===== src/rtl/rr_grant_requester.sv =====
// rr_grant_requester: per-source flit FIFOs feeding a round-robin arbiter, forwarding whole granted packets to one output.
module rr_grant_requester #(
  parameter int N_IN       = 2,
  parameter int FLIT_W     = 34,
  parameter int FIFO_DEPTH = 2
) (
  input  logic                   clk,
  input  logic                   arst,
  input  logic [N_IN-1:0]        in_valid_i,
  output logic [N_IN-1:0]        in_ready_o,
  input  logic [N_IN*FLIT_W-1:0] in_flit_i,
  input  logic [N_IN-1:0]        in_last_i,
  output logic [N_IN-1:0]        req_o,
  input  logic [N_IN-1:0]        grant_i,
  output logic                   update_o,
  output logic                   out_valid_o,
  input  logic                   out_ready_i,
  output logic [FLIT_W-1:0]      out_flit_o,
  output logic                   out_last_o,
  output logic                   locked_o,
  output logic                   err_o
);
  localparam int PW = $clog2(FIFO_DEPTH);
  localparam int CW = $clog2(FIFO_DEPTH + 1);
  localparam int SW = N_IN > 1 ? $clog2(N_IN) : 1;

  typedef enum logic [1:0] {IDLE, LOCKED, RELEASE} state_t;

  state_t          state_q, state_d;
  logic [SW-1:0]   sel_q, sel_d, gidx;
  logic            err_q, err_d, onehot;
  logic [FLIT_W:0] mem_q [N_IN][FIFO_DEPTH];
  logic [PW-1:0]   rd_q [N_IN];
  logic [PW-1:0]   wr_q [N_IN];
  logic [CW-1:0]   cnt_q [N_IN];
  logic [N_IN-1:0] full, empty, push, pop;
  logic [FLIT_W:0] head;

  // Full is taken from registered occupancy only, so a popping full FIFO still refuses a push.
  always_comb begin
    for (int k = 0; k < N_IN; k++) begin
      full[k]  = cnt_q[k] == CW'(FIFO_DEPTH);
      empty[k] = cnt_q[k] == '0;
      push[k]  = in_valid_i[k] & ~full[k];
      pop[k]   = state_q == LOCKED && sel_q == SW'(k) && !empty[k] && out_ready_i;
    end
  end

  always_ff @(posedge clk) begin
    for (int k = 0; k < N_IN; k++) begin
      if (push[k]) mem_q[k][wr_q[k]] <= {in_last_i[k], in_flit_i[k*FLIT_W +: FLIT_W]};
      if (arst) begin
        rd_q[k]  <= '0;
        wr_q[k]  <= '0;
        cnt_q[k] <= '0;
      end else begin
        if (push[k]) wr_q[k] <= wr_q[k] + 1'b1;
        if (pop[k]) rd_q[k] <= rd_q[k] + 1'b1;
        cnt_q[k] <= cnt_q[k] + CW'(push[k]) - CW'(pop[k]);
      end
    end
  end

  always_comb begin
    onehot = grant_i != '0 && (grant_i & (grant_i - 1'b1)) == '0;
    gidx = '0;
    for (int k = 0; k < N_IN; k++) if (grant_i[k]) gidx = SW'(k);
    head        = mem_q[sel_q][rd_q[sel_q]];
    state_d     = state_q;
    sel_d       = sel_q;
    err_d       = err_q;
    req_o       = '0;
    update_o    = 1'b0;
    out_valid_o = 1'b0;
    locked_o    = 1'b0;
    case (state_q)
      IDLE: begin
        req_o = ~empty;
        if (grant_i != '0) begin
          if (onehot && (grant_i & ~empty) != '0) begin
            sel_d   = gidx;
            state_d = LOCKED;
          end else err_d = 1'b1;
        end
      end
      LOCKED: begin
        locked_o    = 1'b1;
        out_valid_o = !empty[sel_q];
        if (grant_i != '0) err_d = 1'b1;
        if (out_valid_o && out_ready_i && head[FLIT_W]) state_d = RELEASE;
      end
      RELEASE: begin
        update_o = 1'b1;
        state_d  = IDLE;
      end
      default: state_d = IDLE;
    endcase
  end

  always_ff @(posedge clk) begin
    if (arst) begin
      state_q <= IDLE;
      sel_q   <= '0;
      err_q   <= 1'b0;
    end else begin
      state_q <= state_d;
      sel_q   <= sel_d;
      err_q   <= err_d;
    end
  end

  assign in_ready_o = ~full;
  assign out_flit_o = head[FLIT_W-1:0];
  assign out_last_o = head[FLIT_W];
  assign err_o      = err_q;
endmodule

===== config.mk =====
export PLATFORM = sky130hd
export DESIGN_NAME = rr_grant_requester
export DESIGN_NICKNAME = d
export VERILOG_FILES = /design/src/rtl/rr_grant_requester.sv
export SDC_FILE = /design/constraint.sdc
export NUM_CORES = 1
export LEC_CHECK = 0
export ABC_CLOCK_PERIOD_IN_PS = 4300
export BUFFER_PORTS_ARGS = -buffer_cell sky130_fd_sc_hd__buf_4
export CORE_MARGIN = 2
export CORE_UTILIZATION = 35
export CTS_BUF_LIST = sky130_fd_sc_hd__clkbuf_4 sky130_fd_sc_hd__clkbuf_8 sky130_fd_sc_hd__clkbuf_16
export CTS_CLUSTER_SIZE = 10
export DETAILED_ROUTE_END_ITERATION = 8
export HOLD_SLACK_MARGIN = 0.12
export PLACE_DENSITY = 0.58
export SYNTH_ARGS = -nofsm -noshare
export SYNTH_HDL_FRONTEND = slang
export SYNTH_SLANG_ARGS = --single-unit

===== constraint.sdc =====
create_clock -name clk -period 4.3 [get_ports clk]
set_input_delay 0.43 -clock clk [delete_from_list [all_inputs] [get_ports clk]]
set_output_delay 0.43 -clock clk [all_outputs]
set_load 0.1 [all_outputs]

==> run_results.csv <==
group,metric,value,unit
drt,drc,0,
drt,met2WireLength,6270,um
setup_path,reg2reg_from,"state_q[0]$_SDFFE_PP0P_",
die,die_w,135.0,um
setup_path,critPathMostFrequentCell,"buf_4",
die,coreArea,16700,um^2
clock_tree,postCtsSetupBuffers,0,
setup_path,critPathBufInv,2,
clock_tree,clk_pin_slew_worst_paths,60,ps
drt,wl_met3,511,um
clock_tree,cts_root_buf,"clkbuf_16",
yosys,synth-edff-count,144,
sta,hold_viol,0,
layout,multi_input_area,1391,um^2
clock_tree,h-tree-depth,4,
layout,stdcell_count,730,
yosys,yosys_warnings,0,
yosys,synth_top_cell_area_share,71.96,%
drt,drtIter0Drc,157,
sta,worst_pin_slew,1179,ps
layout,drive_gt1_share,31.76,%
yosys,ys.flop_type,"edfxtp_1",
layout,fin_area,7700,um^2
global_route,track_usage,13.92,%
yosys,synthSimpleGateAreaFrac,6.850,%
yosys,synth_compound_area_share,8.057,%
placed_design,gp_congestion,0.7813,
pwr,power_density,536.9,nW/um^2
die,num_rows,47,
yosys,synth.area.mux_share,6.329,%
placed_design,post-dp-hpwl,7749,um
sta,drv_slew,0,
sta,fin_skew,6.630,ps
drt,drt-met1-wl,5303,um
sta,period_needed,2743,ps
yosys,yosysSeqAreaShare,74.95,%
layout,antenna_cells,0,
layout,finalNetCount,579,
status,outcome,"finished, final reports clean",
yosys,synth_top_family_by_area,"compound AO/OA/AOI/OAI gates",
pwr,ir_drop,250.4,uV
placed_design,port_buffers,119,
global_route,first_global_vias,3630,
setup_path,max_stage_delay,780,ps
setup_path,crit_path_end_kind,"output pin",
setup_path,crit_chain,"buf_4, a211oi_1, a21oi_1, buf_4",
drt,vias_per_cell,4.745,
setup_path,slowest_stage,"dfxtp_2",
yosys,ys_top_cells_by_area,"edfxtp_1, mux2i_1, a211oi_1",
setup_path,cp_max_fo,36,
layout,fin_util,46.10,%
sta,relSlewSlack,21.22,%
die,io_pins,120,
setup_path,r2r_end,"cnt_q[1][1]$_SDFF_PP0_",
die,die_y,135.0,um
yosys,synth-seq-cells,153,
hold_path,whs_endpoint,"mem_q[1][11]$_DFFE_PP_",
clock_tree,cts.sinks,153,
placed_design,dp.cells,698,
sta,tns,0,ps
clock_tree,cts_tree,"done",
setup_path,worstPathArrival,2310,ps
hold_path,min_path_cells,1,
drt,postRouteAntennaNets,0,
yosys,syn_avg_cell_area,15.98,um^2
setup_path,worstPathRequired,3870,ps
drt,wirelength,12260,um
setup_path,r2r_setup_slack,2290,ps
global_route,grt_pass1_wl,18860,um
yosys,synth_xor_area_share,0.5830,%
layout,ff_latch_area,4506,um^2
yosys,ys_top_cells_by_count,"edfxtp_1, mux2i_1, a21oi_1, nor2b_1, a211oi_1",
setup_path,critPathKind,"flop to output pin",
yosys,synth_cell_types,28,
global_route,grt_overflow_total,0,
clock_tree,clk_latency,420,ps
setup_path,start_kind,"flop",
drt,drt_first_pass_iters,4,
hold_path,min_from,"in_flit_i[45]",
clock_tree,cts_resized,0,
clock_tree,cts.path.max_buffers,2,
die,start_util,35.98,%
clock_tree,cts_buffers,17,
yosys,mappedNetlistNets,458,
global_route,grt_max_degree,38,
drt,wl_per_cell,16.80,um
flow_run,cap_violations,0,
setup_path,r2r_cells,9,
yosys,synth.most_common_cell,"edfxtp_1",
global_route,antenna_found_initial,0,
yosys,async_reset_ff_share,0,%
sta,rsz0062_at_grt,"no",
drt,vias,3464,
yosys,syn_area,6010,um^2
sta,finalCritPeriodShare,63.79,%
yosys,synthAdderAreaFrac,1.041,%
yosys,synthCells,376,
placed_design,dpl_cell_area,7129,um^2
clock_tree,holdBufCountCts,0,
pwr,p_total,4.134,mW
yosys,synth_top_cell_by_area,"edfxtp_1",
drt,top_layer_used,"met4",
layout,area_delta_synth_final,28.13,%
setup_path,cpLargestDelayFamily,"buffers and inverters",
sta,setup_viol,0,
hold_path,hold_path.class,"primary input to flop",
layout,num-fill-cells,1516,
pwr,p_leak,2.842,nW
sta,fmax,364.6,MHz
die,dieArea,18230,um^2
-- cell type report --
| class | instances | area share (%) |
|---|---|---|
| clock buffer | 19 | 5.720 |
| clock inverter | 13 | 1.690 |
| inverter | 9 | 0.4387 |
| multi-input combinational | 193 | 18.07 |
| sequential | 153 | 58.51 |
| tap | 220 | 3.575 |
| timing repair buffer | 123 | 11.99 |
-- logic make-up (layout without fill, tap and decap cells) --
logic type,Yosys count,in the layout
AOI/OAI and AO/OA,76,76
xor gates and xnor gates,4,4
adders and majority gates,5,5
DFF,153,153
muxes,38,38
buffers and inverters,30,164
and+or+nand+nor,70,70
-- layer usage --
metal | up-vias | GRT usage, %
met4 | 0 | 5.093
met5 | - | 0
met3 | 13 | 4.054
met1 | 1690 | 16.77
met2 | 77 | 23.80
li1 | 1684 | -
-- where the power goes --
group          internal (mW)  total, mW  switching, mW
sequential              1.77       1.82         0.0436
clock                  0.860       1.43          0.571
combinational          0.210      0.886          0.675
total                   2.84       4.13           1.29
-- stage by stage --
stage	hold WS [ps]	setup slack, ps
after floorplan	501.6	1040
after global placement	456.8	1973
after detailed placement	482.6	1996
after CTS	174.2	1536
after global routing	170.6	1363
final	192.0	1557
-- placed cells by master (no fill, tap or decap), drive strengths merged, types with 3 or more instances in the layout --
cell / synthesis / routed
a211oi: 34 / 34
a21oi: 37 / 37
buf: 10 / 123
clkbuf: 11 / 19
clkinv: 0 / 8
clkinvlp: 0 / 3
dfxtp: 9 / 9
edfxtp: 144 / 144
ha: 5 / 5
inv: 9 / 9
mux2i: 38 / 38
nand2: 6 / 6
nor2: 9 / 9
nor2b: 37 / 37
nor3: 7 / 7
nor3b: 3 / 3
-- state kept, by name, indices dropped and copies added, names as in the netlist, named ones only --
name     count
cnt_q        4
mem_q      140
state_q      2
err_o        1
wr_q         2
sel_q        1
rd_q         2
-- worst max path at each step --
| stage | start | end | slack [ps] | cells past startpoint |
|---|---|---|---|---|
| 2_1_floorplan | cnt_q[0][0]$_SDFF_PP0_ | mem_q[0][35]$_DFFE_PP_ | 1040 | 4 |
| 3_3_place_gp | rd_q[1]$_SDFFCE_PN0P_ | out_last_o | 1970 | 4 |
| 3_5_place_dp | flop | out_flit_o[15] | 2000 | 4 |
| 4_1_cts | flop | out_flit_o[15] | 1540 | 4 |
| 5_1_grt | flop | out_flit_o[10] | 1360 | 4 |
| 6_report | flop | out_flit_o[15] | 1560 | 4 |
Note: power is estimated with default switching activity, not from simulation.
